`config.mk`:
```
export PLATFORM = sky130hd
export DESIGN_NAME = sr_pulse_sequencer
export DESIGN_NICKNAME = d
export VERILOG_FILES = /design/src/rtl/sr_pulse_sequencer.sv
export SDC_FILE = /design/constraint.sdc
export NUM_CORES = 1
export LEC_CHECK = 0
export CORE_MARGIN = 1
export CORE_UTILIZATION = 30
export CTS_BUF_LIST = sky130_fd_sc_hd__clkbuf_16
export CTS_CLUSTER_SIZE = 20
export DETAILED_ROUTE_END_ITERATION = 12
export GPL_TIMING_DRIVEN = 0
export SKIP_LAST_GASP = 1
export SYNTH_ARGS = -nofsm -noshare
export SYNTH_HDL_FRONTEND = slang
export SYNTH_SLANG_ARGS = --single-unit
export TNS_END_PERCENT = 50
```
`constraint.sdc`:
```
create_clock -name C -period 2.45 [get_ports C]
set_input_delay 0.49 -clock C [delete_from_list [all_inputs] [get_ports C]]
set_output_delay 0.49 -clock C [all_outputs]
set_load 0.02 [all_outputs]
```
`src/rtl/sr_pulse_sequencer.sv`:
```
// Drives the active-low S/R inputs of a master-slave SR flip-flop from one-cycle
// set/clear requests, confirms the result on q_fb and enforces a guard gap.
module sr_pulse_sequencer #(
    parameter int PULSE_CYC = 2,
    parameter int TMO_CYC   = 4,
    parameter int GAP_CYC   = 1
) (
    input  logic C,
    input  logic rst_n,
    input  logic set_req,
    input  logic clr_req,
    input  logic q_fb,
    output logic S,
    output logic R,
    output logic busy,
    output logic done,
    output logic err,
    output logic conflict
);

    localparam int MAX_PT = (PULSE_CYC > TMO_CYC) ? PULSE_CYC : TMO_CYC;
    localparam int MAX_C  = (MAX_PT > GAP_CYC) ? MAX_PT : GAP_CYC;
    localparam int CW     = $clog2(MAX_C) + 1;

    typedef enum logic [1:0] {
        ST_IDLE  = 2'd0,
        ST_PULSE = 2'd1,
        ST_CHECK = 2'd2,
        ST_GAP   = 2'd3
    } state_t;

    state_t        state, state_d;
    logic [CW-1:0] cnt, cnt_d;
    logic          tgt, tgt_d;
    logic          s_d, r_d, done_d, err_d, conflict_d;

    // State register; S and R come straight from flops so they cannot glitch.
    always_ff @(posedge C or negedge rst_n) begin
        if (!rst_n) begin
            state    <= ST_IDLE;
            cnt      <= '0;
            tgt      <= 1'b0;
            S        <= 1'b1;
            R        <= 1'b1;
            done     <= 1'b0;
            err      <= 1'b0;
            conflict <= 1'b0;
        end else begin
            state    <= state_d;
            cnt      <= cnt_d;
            tgt      <= tgt_d;
            S        <= s_d;
            R        <= r_d;
            done     <= done_d;
            err      <= err_d;
            conflict <= conflict_d;
        end
    end

    always_comb begin
        state_d = state;
        case (state)
            ST_IDLE:  if (set_req ^ clr_req) state_d = ST_PULSE;
            ST_PULSE: if (cnt == CW'(PULSE_CYC - 1)) state_d = ST_CHECK;
            ST_CHECK: if ((q_fb == tgt) || (cnt == CW'(TMO_CYC - 1))) state_d = ST_GAP;
            ST_GAP:   if (cnt == CW'(GAP_CYC - 1)) state_d = ST_IDLE;
            default:  state_d = ST_IDLE;
        endcase
    end

    // Next values of the registered outputs; only one of S/R can ever be driven low.
    always_comb begin
        s_d        = 1'b1;
        r_d        = 1'b1;
        done_d     = 1'b0;
        err_d      = err;
        conflict_d = 1'b0;
        tgt_d      = tgt;
        cnt_d      = (state_d != state || state == ST_IDLE) ? '0 : cnt + CW'(1);
        case (state)
            ST_IDLE: begin
                if (set_req && !clr_req) begin
                    tgt_d = 1'b1;
                    s_d   = 1'b0;
                    err_d = 1'b0;
                end else if (clr_req && !set_req) begin
                    tgt_d = 1'b0;
                    r_d   = 1'b0;
                    err_d = 1'b0;
                end else if (set_req && clr_req) begin
                    conflict_d = 1'b1;
                end
            end
            ST_PULSE: begin
                if (state_d == ST_PULSE) begin
                    s_d = ~tgt;
                    r_d = tgt;
                end
            end
            ST_CHECK: begin
                if (q_fb == tgt)                      done_d = 1'b1;
                else if (cnt == CW'(TMO_CYC - 1))     err_d  = 1'b1;
            end
            default: ;
        endcase
    end

    assign busy = (state != ST_IDLE);

endmodule

```
==> out/metrics.cfg <==
[logic_synthesis]
ys_types=28
syn_inst=60
yosysTopAreaCell=dfrtp_1
synth_seq_cells=11
netlist_area_um2=633.1
synthTopCellsByArea=dfrtp_1 36%, ha_1 16%, dfstp_2 8.3%
syn_nets=73
seq_area_frac_synth=0.4387
ys_warn_count=0
synth_area_per_cell_um2=10.55
synth.top_cell.area_share=0.3557

[sta]
fmaxAchievable_mhz=492.0
hold_slack_ps=490.8
hold_viol_final=0
fin_ws_ps=417.6
skew_ps=1.690
relSlewSlack=0.6690
drv_slew=0
rsz0062_at_grt=no
tns_ps=0
finalCriticalPeriod_ps=2032
worst_pin_slew_ps=494.9
min_period_over_period=0.8295
finalSetupViolCount=0

[floorplan]
pin_count=11
core_area_um2=1982
die_h_um=47.94
initial_core_util=0.3194
fp.dieW_um=47.94
dieArea_um2=2298
fp-row-count=16

[worst_setup_path]
crit_slowest_cell=clkdlybuf4s50_1
path_cells=buf_6, or2_4, clkdlybuf4s50_1
ff2ff_setup_slack_ps=1130
reg2reg_to=cnt[2]$_DFF_PN0_
cp.arrival_ps=1540
worstRegToRegCells=4
worstSetupPathType=register to output port
critical-path-max-stage-delay_ps=540
startpoint_type=register
cp.required_ps=1960
path_max_fanout=10
critPathTopFamily=buffers and inverters
critPathBufInv=2
r2r_start=cnt[0]$_DFF_PN0_
worst_setup_path_end_kind=output port

[cells_and_area]
final_cell_mix=10 x clkdlybuf4s50_1, 9 x inv_1, 9 x dfrtp_1
n_fill_cell=188
post-route-util=0.4268
syn2layout_area_growth_pct=33.60
drive_gt1_frac=0.1892
multi_input_area_um2=309.0
final_area_um2=845.8
ff_latch_area_um2=277.8
nets=88
num_antenna_cells=0
final_common_cell=clkdlybuf4s50_1
final_cells=101

[hold_path]
hold-path-endpoint=cnt[0]$_DFF_PN0_
hp-start=cnt[0]$_DFF_PN0_
whs_path_depth=1
hp-class=register to register

[cts]
htreeDepth=1
cts_tree=yes
clockBufferDepth=2
cts_root_buf=clkbuf_16
clock_latency_ps=240
ctsResizeCount=0
cts.sinks=11
cts_made_buffers=3
post_cts_buffers=0
postCtsHoldBufs=0
path_clk_slew_ps=40

[global_route]
grt_use_total=0.1196
grt_pass1_wl_um=1814
grt_antenna_before_repair=0
grt_max_degree=12
grt_overflow=0
grt_pass1_vias=416

[detailed_routing]
wire_per_inst_um=10.34
drc=0
ant_nets=0
vias=449
wirelength_um=1044
drt_iter0_drc=4
viasPerCell=4.446
dr.pass1.iters=4

[job]
maxCapViolCount=0

[power_and_ir_drop]
vdd_drop_max_uv=476.7
power_uw=992.7
leakagePower_nw=0.3979
power_density_nw_per_um2=1174

[placement]
hpwl_um=766
port_buffers=10
place_area_um2=767.0
gp_congestion=0.6360
dp_worst_setup_slack_ps=488.6
place_inst=97

[run_status]
status=finished clean

[registers in the layout (all words and copies together) (netlist names)]
register and count:
done 1, conflict 1, S 1, state 2, cnt 3, tgt 1
R 1, err 1
[cells by family after synthesis]
family / count (synthesis) / synth area share
and+or+nand+nor: 15 / 0.1482
AOI/OAI and AO/OA: 13 / 0.1226
DFF: 11 / 0.4387
buffers and inverters: 10 / 0.07312
adders and majority gates: 8 / 0.1581
muxes: 2 / 0.03360
xor gates and xnor gates: 1 / 0.02570
[cell usage after synthesis, drive strengths merged]
cell type	instances
o21ai	4
o22ai	1
dfstp	2
nand3b	1
a21boi	1
mux2	1
nor3b	1
a31oi	1
buf	2
ha	8
mux2i	1
inv	8
o21bai	1
xor2	1
dfrtp	9
nand2b	1
and2b	1
nand2	3
or2	2
a21o	1
nand3	1
nor2	4
nand4b	1
a21oi	3
a22oi	1
[worst max-delay path by stage]
stage	startpoint	to	slack [ps]	cells past startpoint
CTS	state[1]$_DFF_PN0_	busy	410	3
floorplan	set_req	tgt$_DFFE_PN0P_	1080	4
finish	state[1]$_DFF_PN0_	busy	420	3
global route	state[1]$_DFF_PN0_	busy	360	3
global placement	set_req	tgt$_DFFE_PN0P_	490	5
detailed placement	set_req	tgt$_DFFE_PN0P_	490	5
[area by class of cell]
type	count	area share
clock buffer	3	0.08876
tap	27	0.03994
inverter	8	0.03550
multi-input combinational	39	0.3654
timing repair buffer	10	0.1183
clock inverter	1	0.004438
buffer	2	0.01923
sequential	11	0.3284
[power breakdown]
group / internal (mW) / leakage, nW / total, mW / switching, mW
logic: 0.200 / 0.216 / 0.412 / 0.212
clock network: 0.214 / 0.0423 / 0.294 / 0.0800
registers: 0.252 / 0.139 / 0.287 / 0.0346
[metal layers]
layer / track usage / up-vias / part of all wire
met4: 0.05000 / 0 / 0.018
met2: 0.1838 / 12 / 0.48
met3: 0.05660 / 3 / 0.045
li1: - / 226 / -
met5: 0 / - / 0
met1: 0.1429 / 208 / 0.46
Note: power is estimated with default switching activity, not from simulation.
